<file path="src/rtl/rom_dl_arbiter.sv">
// rom_dl_arbiter: shares the single-port program/graphics ROM RAM between the
// mist_io SPI ROM download (ioctl writes) and the galaxian core CPU read port,
// and holds the core in reset while a download is in progress and for
// HOLD_CYCLES clk_sys cycles after it ends (or after reset release).
//
// Optional build macro: ROM_DL_CKSUM_EN adds dl_cksum, the modulo-256 sum of
// every byte actually written to the RAM since the last download start.
module rom_dl_arbiter #(
  parameter int unsigned AW          = 16,
  parameter int unsigned ROM_SIZE    = 32'h8000,
  parameter int unsigned HOLD_CYCLES = 1024,
  parameter logic [7:0]  DL_INDEX    = 8'd0
) (
  input  logic          clk_sys,
  input  logic          reset,
  input  logic          ioctl_download,
  input  logic [7:0]    ioctl_index,
  input  logic          ioctl_wr,
  input  logic [AW-1:0] ioctl_addr,
  input  logic [7:0]    ioctl_dout,
  input  logic          cpu_rd_req,
  input  logic [AW-1:0] cpu_addr,
  output logic          cpu_rd_ack,
  output logic [7:0]    cpu_dout,
  output logic [AW-1:0] mem_addr,
  output logic [7:0]    mem_din,
  output logic          mem_we,
  input  logic [7:0]    mem_dout,
  output logic          core_reset,
  output logic          dl_busy,
  output logic          dl_overrun
`ifdef ROM_DL_CKSUM_EN
  ,
  output logic [7:0]    dl_cksum
`endif
);

  localparam int unsigned CW = (HOLD_CYCLES < 1) ? 1 : $clog2(HOLD_CYCLES + 1);
  localparam logic [CW-1:0] HOLD_LD = CW'(HOLD_CYCLES);

  typedef enum logic [1:0] {
    S_IDLE,
    S_WR,
    S_RD,
    S_ACK
  } state_e;

  state_e        state_q;

  // one-entry download write buffer
  logic [AW-1:0] buf_addr_q, buf_addr_d;
  logic [7:0]    buf_data_q, buf_data_d;
  logic          pend_q,     pend_d;
  logic          ovr_q,      ovr_d;

  // post-download core reset hold counter
  logic [CW-1:0] hold_q,     hold_d;
  logic          core_reset_q;
  logic          busy_q;

  // registered RAM / CPU side outputs
  logic [AW-1:0] mem_addr_q;
  logic [7:0]    mem_din_q;
  logic          mem_we_q;
  logic          ack_q;
  logic [7:0]    dout_q;

  logic          capture;
  logic          clearing;
  logic          busy_term;
  logic [AW-1:0] wr_addr_eff;
  logic [7:0]    wr_data_eff;

  // Write capture, buffer/overrun next state, hold counter next state.
  always_comb begin
    capture   = ioctl_wr && (ioctl_index == DL_INDEX) && (32'(ioctl_addr) < ROM_SIZE);
    clearing  = (state_q == S_WR);

    // a capture in the same cycle as the WR clear wins
    pend_d     = capture | (pend_q & ~clearing);
    ovr_d      = ovr_q | (capture & pend_q & ~clearing);
    buf_addr_d = capture ? ioctl_addr : buf_addr_q;
    buf_data_d = capture ? ioctl_dout : buf_data_q;

    // When a strobe lands in the very cycle the buffer is launched into WR,
    // launch the new byte so that WR writes what the buffer will hold.
    wr_addr_eff = capture ? ioctl_addr : buf_addr_q;
    wr_data_eff = capture ? ioctl_dout : buf_data_q;

    busy_term = ioctl_download | pend_q | (hold_q != '0);

    if (ioctl_download || pend_q) begin
      hold_d = HOLD_LD;
    end else if (hold_q != '0) begin
      hold_d = hold_q - CW'(1);
    end else begin
      hold_d = hold_q;
    end
  end

  // Buffer, sticky overrun, hold counter and registered core reset / busy.
  always_ff @(posedge clk_sys or posedge reset) begin
    if (reset) begin
      buf_addr_q   <= '0;
      buf_data_q   <= '0;
      pend_q       <= 1'b0;
      ovr_q        <= 1'b0;
      hold_q       <= HOLD_LD;
      core_reset_q <= 1'b1;
      busy_q       <= 1'b1;
    end else begin
      buf_addr_q   <= buf_addr_d;
      buf_data_q   <= buf_data_d;
      pend_q       <= pend_d;
      ovr_q        <= ovr_d;
      hold_q       <= hold_d;
      core_reset_q <= busy_term;
      busy_q       <= busy_term;
    end
  end

  // Arbitration FSM: writes before reads, reads never aborted.
  always_ff @(posedge clk_sys or posedge reset) begin
    if (reset) begin
      state_q    <= S_IDLE;
      mem_addr_q <= '0;
      mem_din_q  <= '0;
      mem_we_q   <= 1'b0;
      ack_q      <= 1'b0;
      dout_q     <= '0;
    end else begin
      mem_we_q <= 1'b0;
      ack_q    <= 1'b0;
      case (state_q)
        S_IDLE: begin
          if (pend_q) begin
            state_q    <= S_WR;
            mem_we_q   <= 1'b1;
            mem_addr_q <= wr_addr_eff;
            mem_din_q  <= wr_data_eff;
          end else if (cpu_rd_req) begin
            state_q    <= S_RD;
            mem_addr_q <= cpu_addr;
          end
        end
        S_WR: begin
          state_q <= S_IDLE;
        end
        S_RD: begin
          state_q <= S_ACK;
          ack_q   <= 1'b1;
        end
        S_ACK: begin
          dout_q <= mem_dout;
          // a write buffered during the read goes straight out after ACK
          if (pend_q) begin
            state_q    <= S_WR;
            mem_we_q   <= 1'b1;
            mem_addr_q <= wr_addr_eff;
            mem_din_q  <= wr_data_eff;
          end else begin
            state_q <= S_IDLE;
          end
        end
        default: begin
          state_q <= S_IDLE;
        end
      endcase
    end
  end

  assign mem_addr   = mem_addr_q;
  assign mem_din    = mem_din_q;
  assign mem_we     = mem_we_q;
  assign cpu_rd_ack = ack_q;
  // RAM data only arrives in the ACK cycle, so it is bypassed onto cpu_dout
  // then and held from dout_q afterwards.
  assign cpu_dout   = ack_q ? mem_dout : dout_q;
  assign core_reset = core_reset_q;
  assign dl_busy    = busy_q;
  assign dl_overrun = ovr_q;

`ifdef ROM_DL_CKSUM_EN
  logic       dl_prev_q;
  logic [7:0] cksum_q;

  // Running byte sum of RAM writes, restarted on each download start.
  always_ff @(posedge clk_sys or posedge reset) begin
    if (reset) begin
      dl_prev_q <= 1'b0;
      cksum_q   <= '0;
    end else begin
      dl_prev_q <= ioctl_download;
      if (ioctl_download && !dl_prev_q) begin
        cksum_q <= '0;
      end else if (mem_we_q) begin
        cksum_q <= cksum_q + mem_din_q;
      end
    end
  end

  assign dl_cksum = cksum_q;
`else
  // checksum disabled: no extra port or state
`endif

endmodule

</file>
<file path="config.mk">
export PLATFORM = sky130hd
export DESIGN_NAME = rom_dl_arbiter
export DESIGN_NICKNAME = d
export VERILOG_FILES = /design/src/rtl/rom_dl_arbiter.sv
export SDC_FILE = /design/constraint.sdc
export NUM_CORES = 1
export LEC_CHECK = 0
export CAP_MARGIN = 0
export CORE_ASPECT_RATIO = 0.8
export CORE_MARGIN = 2
export CORE_UTILIZATION = 45
export DETAILED_ROUTE_END_ITERATION = 10
export PLACE_DENSITY = 0.75
export SLEW_MARGIN = 5
export SYNTH_ARGS = -nofsm -noshare
export SYNTH_HDL_FRONTEND = slang
export SYNTH_SLANG_ARGS = --single-unit
</file>
<file path="constraint.sdc">
create_clock -name clk_sys -period 3.7 [get_ports clk_sys]
set_clock_uncertainty 0.05 [all_clocks]
set_input_delay 0.74 -clock clk_sys [delete_from_list [all_inputs] [get_ports clk_sys]]
set_output_delay 0.74 -clock clk_sys [all_outputs]
set_load 0.02 [all_outputs]
</file>
======== Word level (Yosys, flattened, before mapping) ========
Cells that the tools add are included.
word-level totals
  output and inout bits ................... 37
  register bits after elaboration ......... 74
  word-level logic and storage cells ...... 54
  memory bits (read-only) ................. 0
  memories ................................ 0
  bits in writable memories ............... 0
  latch bits .............................. 0
cells by class
  multiplexer cells ....................... 16
  $lt $le $gt $ge ......................... 1
  shift operators ......................... 0
  $mul .................................... 0
  bitwise gates (word level) .............. 8
  equality and inequality tests ........... 5
  add/subtract/negate cells ............... 1
  reductions and logical operators ........ 11
  divide/modulo/power cells ............... 0
operators with widths
  operator                                                               number
  16-bit 2-to-1 mux                                                      4
  16-bit case mux with 2 select lines                                    1
  11-bit 2-to-1 mux                                                      2
  16-bit less-than comparator, second input constant                     1
  8-bit 2-to-1 mux                                                       2
  11-bit nonzero test                                                    1
  11-bit by 1-bit subtractor with 11-bit output, second input constant   1
  8-bit logical NOT                                                      1
  2-bit case mux with 4 select lines                                     1
  2-bit equality test, second input constant                             2
  1-bit 2-to-1 mux                                                       4
  2-bit 2-to-1 mux                                                       2
  1-bit bitwise OR                                                       4
  2-bit nonzero test                                                     2
  1-bit bitwise AND                                                      3
  3-bit inequality test, second input constant                           1
  3-bit AND reduction                                                    1
  2-bit by 1-bit equality test with 1-bit output, second input constant  1
  1-bit logical AND                                                      2
  2-bit logical NOT                                                      1
  2-bit inequality test, second input constant                           1
  2-bit AND reduction                                                    1
  2-bit OR reduction                                                     1
  1-bit logical OR                                                       1
  1-bit NOT                                                              1

======== Longest topological paths before layout ========
  depth after elaboration ................. 6
  mapped depth ............................ 7

======== Worst setup path after synthesis ========
OpenSTA, ideal clock, no wires.
  path kind ............................... input to register
  start ................................... in ioctl_index[3]
  end ..................................... reg mem_din_q[0] (netlist: mem_din[0])
  arrival ................................. 2007 ps
  path slack .............................. 1518 ps
  cell stages on the path ................. 5
  setup time .............................. 125 ps
  cell sequence ........................... nor4_1 -> nand3_2 -> buf_4 -> mux2_2 -> mux2_2
between the ends
  cells in the longest elaborated chain, start to end .. 4
ends and longest elaborated chain
  item                            RTL line  source
  start, declared                 17        input logic [7:0] ioctl_index,
  8-bit logical NOT               76        capture = ioctl_wr && (ioctl_index == DL_INDEX) && (32'(ioctl_addr) < ROM_SIZE);
  1-bit logical AND (2 in a row)  76
  8-bit 2-to-1 mux                88        wr_data_eff = capture ? ioctl_dout : buf_data_q;
  end signal, assigned            140       mem_din_q <= wr_data_eff;
  end signal, assigned            160       mem_din_q <= wr_data_eff;
  end, declared                   63        logic [7:0] mem_din_q;
No other way between the ends.
A chain may end at the register's enable or synchronous reset.

======== Worst setup path in the final report ========
  start ................................... in mem_dout[3]
  end ..................................... out cpu_dout[3]
between the ends
  cells in the longest elaborated chain, start to end .. 1
ends and longest elaborated chain
  item              RTL line  source
  start, declared   28        input logic [7:0] mem_dout,
  8-bit 2-to-1 mux  178       assign cpu_dout = ack_q ? mem_dout : dout_q;
  end, declared     24        output logic [7:0] cpu_dout,
No other way between the ends.

==> summary.json <==
{
  "flow.area_growth_from_synthesis_pct": 38.06,
  "grt_pass1_vias": 2584,
  "initial_util_pct": 46.70,
  "clock-sinks": 74,
  "clkTransAtPathRegs_ns": 0.07,
  "rows": 28,
  "multi_input_comb_area_sq_um": 1525,
  "yosys_register_bits": 74,
  "worst-path-max-fanout": 2,
  "synth.top_cells.by_area": "dfrtp_1 (52%), mux2_2 (15%), nand2_1 (5.3%)",
  "synth_flop_cell": "dfrtp_1",
  "setup_violations": 0,
  "power_frac_seq_pct": 34.8,
  "power.net_switching_uw": 1187,
  "top_layer": "met4",
  "post_cts_buffers": 0,
  "status": "finished, final reports clean",
  "timing.fmax_mhz": 361.4,
  "power_density_nw_per_um2": 724.7,
  "h-tree-depth": 3,
  "hold_path_sink": "hold_q[10]",
  "timing_max_transition_violations_final": 0,
  "startpoint_type": "primary input",
  "worst_r2r_path_depth": 5,
  "layout_min_cycle_time_ns": 2.767,
  "total_power_uw": 3487,
  "vias": 2688,
  "via_per_inst": 5.159,
  "io_buffers": 97,
  "place.gp.congestion": 0.8300,
  "die_w_microns": 102.4,
  "hold_path_startpoint": "hold_q[10]",
  "netlist.area_leader.share_pct": 51.71,
  "core_area_sq_um": 7462,
  "clock_power_share_pct": 23.1,
  "grt_antenna_before_repair": 0,
  "synthesis.instances": 317,
  "fillers": 623,
  "reg_to_reg_critical_path_startpoint": "state_q[0]",
  "grt_setup_unrepaired": "no",
  "max_slew_margin_pct": 28.20,
  "layout_worst_path_cycle_share_pct": 74.79,
  "ant_nets": 0,
  "async_flop_share_pct": 100.0,
  "mostFrequentLayoutCells": "clkdlybuf4s50_1 (97), dfrtp_1 (72), nand2_1 (49)",
  "layout-drive-gt1-share_pct": 22.36,
  "synthesis.yosys.warnings": 0,
  "clock_tree_from_tritoncts": "yes",
  "dr.pass1.iters": 4,
  "die-area_sq_um": 8468,
  "crit_required_ns": 2.91,
  "min_path_type": "flip-flop to flip-flop",
  "finalSetupTns_ns": 0,
  "pin_count_of_the_biggest_net_entering_global_routing": 47,
  "grtUsageTotal_pct": 19.06,
  "cts-buffers-inserted": 9,
  "finalHoldViolCount": 0,
  "post_cts_hold_buffer_count": 0,
  "finalNetCount": 480,
  "synth-seq-area-share_pct": 53.21,
  "die_height_microns": 82.71,
  "worstMarginPinSlew_ns": 1.073,
  "p_leak_uw": 0.002097,
  "drt-initial-drc-count": 150,
  "io_count": 98,
  "r2r_end": "mem_addr[5]",
  "setup.worst_path.end_class": "output pin",
  "number_of_enable_type_register_cells_in_the_synthesized_netlist": 0,
  "grt_first_pass_wirelength_mm": 12.30,
  "total_length_of_routed_wires_mm": 7.747,
  "reg2reg_slack_ns": 0.97,
  "diodes": 0,
  "synth_fp_nets": 384,
  "worst_skew_pair.late_latency_ns": 0.34,
  "p_int_uw": 2300,
  "cts-root-to-sink-buffers": 2,
  "synthDominantAreaCellType": "dfrtp_1",
  "overflow": 0,
  "detail_route.drc_violations": 0,
  "ir_drop_mv": 0.2379,
  "crit_arrival_ns": 1.98,
  "wl_met1_mm": 3.470,
  "synth_cell_types": 39,
  "sw_frac_of_total_pct": 34.04,
  "timing.setup.critical_path_class": "primary input to output pin",
  "cts_root_buffer": "clkbuf_8",
  "synth.avg_cell_area_sq_um": 10.99,
  "cap_violations": 0,
  "regArea_sq_um": 1854,
  "cts.repair.resized": 0,
  "detail_route.wl_per_cell_microns": 14.87,
  "synthesized_area_sq_um": 3485,
  "wl_met2_mm": 3.774,
  "final_common_cell": "clkdlybuf4s50_1",
  "total_met3_wirelength_after_detailed_routing_microns": 402,
  "dpl.hpwl_mm": 5.465,
  "power_frac_comb_pct": 42.1,
  "hold_path_depth": 2
}
## critical path: stages
cell and delay (ns):
clkdlybuf4s50_1 0.42, mux2_2 0.28, clkdlybuf4s50_1 0.53
## flip-flops by register name (all words and copies together), names as in the netlist, 2 cells and up
| signal | cells |
|---|---|
| dout_q | 8 |
| hold_q | 11 |
| mem_addr | 16 |
| state_q | 2 |
| buf_data_q | 8 |
| mem_din | 8 |
| buf_addr_q | 16 |
## layout make-up
class / count / share of cell area, %
well taps: 105 / 2.731
clock inverters: 5 / 2.679
clock buffers: 9 / 2.575
inverters: 9 / 0.7022
multi-input cells: 218 / 31.70
repair buffers: 101 / 21.07
flip-flops and latches: 74 / 38.54
## through the flow
| step | hold slack, ns | worst slack (ns) | area [sq um] | utilization [%] | std cells |
|---|---|---|---|---|---|
| finish | 0.4377 | 0.9329 | 4811 | 64.47 | 521 |
| global route | 0.4455 | 0.7614 | 4811 | 64.47 | 521 |
| CTS | 0.4383 | 0.8955 | 4811 | 64.47 | 521 |
| detailed placement | 0.4272 | 0.9384 | 4558 | 61.08 | 507 |
| global placement | 0.4174 | 0.9490 | 4558 | 61.08 | 507 |
| floorplan | 0.4022 | 1.032 | 3485 | - | 317 |
## power groups by stage
stage | clock, uW | combinational, uW | sequential, uW
final | 806 | 1470 | 1210
after global routing | 852 | 1600 | 1250
after CTS | 822 | 1480 | 1210
after detailed placement | 0 | 1470 | 1230
after global placement | 0 | 1430 | 1220
after floorplan | 0 | 860 | 1300
## worst max path at each step
stage / slack [ns] / cells past startpoint / end / from
2_1_floorplan: 1.03 / 1 / buf_addr_q[0] / reset
3_3_place_gp: 0.95 / 3 / cpu_dout[0] / mem_dout[0]
3_5_place_dp: 0.94 / 3 / cpu_dout[3] / mem_dout[3]
4_1_cts: 0.90 / 5 / mem_addr[5] / state_q[0]
5_1_grt: 0.76 / 5 / mem_addr[5] / state_q[0]
6_report: 0.93 / 3 / cpu_dout[3] / mem_dout[3]
## layer usage
layer  track usage [%]  up-vias
met2             31.32       77
li1                  -     1304
met1             24.74     1298
met3             4.630        9
met5                 0        -
met4             7.067        0
## cell usage after synthesis (all sizes together) (3+ instances only)
cell type,number
a21oi,23
buf,3
clkbuf,13
dfrtp,72
ha,6
inv,9
mux2,47
nand2,49
nor2,26
o21ai,10
o221a,15
or2,3
or3,14
## cell families (layout without fill, tap and decap cells)
kind of cell    count (synthesis)  in the layout  share of synthesized area (%)
compound gates                 55             55                          11.06
xor+xnor                        1              1                         0.2514
fa+ha+maj                       6              6                          2.154
buf+inv                        25            124                          3.124
flops                          74             74                          53.21
mux                            48             48                          15.48
simple gates                  108            108                          14.72
No activity file was read; power rests on OpenSTA's default activity.
==> edit, RTL diff (same flow settings) <==
Set the parameter `AW` to 18 (it was 16).
--- a/src/rtl/rom_dl_arbiter.sv
+++ b/src/rtl/rom_dl_arbiter.sv
@@ -6,7 +6,7 @@
 // Optional build macro: ROM_DL_CKSUM_EN adds dl_cksum, the modulo-256 sum of
 // every byte actually written to the RAM since the last download start.
 module rom_dl_arbiter #(
-  parameter int unsigned AW          = 16,
+  parameter int unsigned AW          = 18,
   parameter int unsigned ROM_SIZE    = 32'h8000,
   parameter int unsigned HOLD_CYCLES = 1024,
   parameter logic [7:0]  DL_INDEX    = 8'd0
Interface: changed (resized cpu_addr, ioctl_addr and mem_addr); port bits go from 98 to 104. No check against the original RTL was run, so the function may have changed too.
==> edit against the original RTL <==
Final area rose by 11%. Routed wire length grew 19%. Register-to-register slack improved by 0.31 ns. Worst setup slack worse by 0.00060 ns. Combinational power rose by 7%. Power is 2.1% higher. Synthesized area increased by 15%. Sequential cell count rose by 4. Largest cell class unchanged. Highest routed layer unchanged.
==> edit: results (changes against the original RTL) <==
Outcome
  – Outcome: complete, no violations

Yosys
  – Synth cell count leaders: nand2_1 (81), nand3_1 (80), dfrtp_1 (76), nor2_1 (28), a21oi_1 (22)
  – Area contributors post-synth: dfrtp_1 (48%), nand3_1 (10%), nand2_1 (7.6%), mux2_2 (4.5%), mux2i_1 (4.3%)
  – Synth warn: 0 (unchanged)
  – Syn Nets: 513 (+34%)
  – Mean area per synthesized cell: 9.04 um^2 (-18%)
  – Synth Register Bits: 78 (+5.4%)
  – Register area share after synthesis: 48.9% (-4.3 points)
  – Async SR Flop Fraction: 100% (unchanged)

Global routing
  – Vias in the first global route: 3401 (+32%)
  – First-pass GRT wire length: 15500 um (+26%)
  – Tot GR Track Use: 20.3% (+1.2 points)
  – Initial antenna violation count: 0 (unchanged)

Clock network
  – Clock tree buffer depth: 2 (unchanged)
  – Clock root cell: clkbuf_8
  – Number of post-CTS setup repair buffers: 0 (unchanged)
  – # H-tree levels: 3 (unchanged)
  – CTS Buf Count: 9 (unchanged)
  – Clk_lat worst skew: 0.35 ns
  – Post-CTS sizing: 0 (unchanged)
  – Clock slew at reported path FFs: 0.07 ns (about the same)

Hold path
  – Worst Hold Class: flop to flop

Pwr
  – Leak: 2.36 nW (+12%)
  – Maximum vdd drop: 0.361 mV (+52%)
  – Cell Pwr Density: 668 nW/um^2 (-7.8%)
  – Switching pwr: 1.30 mW (+9.6%)

Cells and area
  – Non-clock buffer area fraction after layout: 20.6% (-0.46 points)
  – Fraction of area in multi-input gates: 35.4% (+3.7 points)
  – Multi-input comb cells: 327 (+50%)
  – FF/Latch Area: 1950 um^2 (+5.4%)
  – Clkbuf count: 12 (+3)
  – Layout filler cell count: 743 (+19%)
  – Layout Nets: 608 (+27%)
  – Share of layout cells above drive strength 1: 9.23% (-13 points)
  – # diodes: 0 (unchanged)
  – Signal buffers: 112 (+11%)
  – Clk tree area frac: 4.04% (-1.2 points)

Setup path
  – Crit Path Max Fanout: 2 (unchanged)
  – Max stage delay cell, worst path: clkdlybuf4s50_1
  – Crit path max-delay family: buffers and inverters

Routing
  – WL final: 9210 um (+19%)
  – Initial drt markers: 116 (-23%)
  – Wire per inst: 14.1 um (-5.3%)
  – Via-per-instance ratio: 5.26 (+1.9%)

Placed design
  – Post-Place Worst Slack: 0.909 ns (-0.0296 ns)
  – Post-DP HPWL: 6480 um (+19%)
  – Routability cong.: 0.813 (-2.0%)
  – Post-DP Area: 5110 um^2 (+12%)
  – Buffers added on ports: 103 (+6.2%)
  – Post-Place Cells: 638 (+26%)

Floorplanning
  – Die extent in x: 109 um (+6.8%)

STA
  – Relative slew slack: 29.0% (+0.79 points)
[edit: changes by cell type after synthesis, moves of 5 or more]
cell      before  now
o221a_2       15    0
nand2b_1       2    7
nand2_1       49   81
nand3_1        1   80
nor3_1         2   17
mux2i_1        1   17
or3_1         12    0
o21ai_0       10    4
mux2_2        47   16
and2_1         1   18
buf_2          0   10
[edit: cell families after synthesis]
group | count (synthesis) | share of synthesized area [%]
fa+ha+maj | 6 | 1.88
xor+xnor | 3 | 0.658
flops | 78 | 48.9
simple gates | 249 | 30.3
compound gates | 36 | 5.36
buf+inv | 37 | 4.07
mux | 33 | 8.77
[edit: power groups by stage]
stage	Combinational, mW	Sequential [mW]	Clock, mW
after floorplan	0.932	1.36	0
after global routing	1.74	1.31	0.748
after detailed placement	1.59	1.29	0
final	1.58	1.28	0.698
after CTS	1.60	1.28	0.716
after global placement	1.55	1.28	0
[edit: worst paths after layout]
check                               from            end  slack, ns  cells after the start
min reg2reg                buf_data_q[4]  buf_data_q[4]       0.42                      2
min in group asynchronous          reset      hold_q[0]       0.63                      2
min                        buf_data_q[4]  buf_data_q[4]       0.42                      2
max reg2reg                   state_q[0]    mem_addr[5]       1.28                      5
max                          mem_dout[5]    cpu_dout[5]       0.93                      3
max in group asynchronous          reset  buf_addr_q[8]       2.26                      3
[edit: layer usage]
layer	vias to the layer above	share of wire (%)	GRT usage, %	wire length, um
met5	-	0	0	0
met4	0	0.98	4.95	90
met3	11	6.7	5.15	617
met2	98	47	34.2	4350
met1	1626	45	26.5	4160
li1	1704	-	-	-
[edit: tightest hold or removal path: stages, from the launching register on]
cell and delay, ns:
dfrtp_1 0.34, nand2_1 0.05, nand2_1 0.05
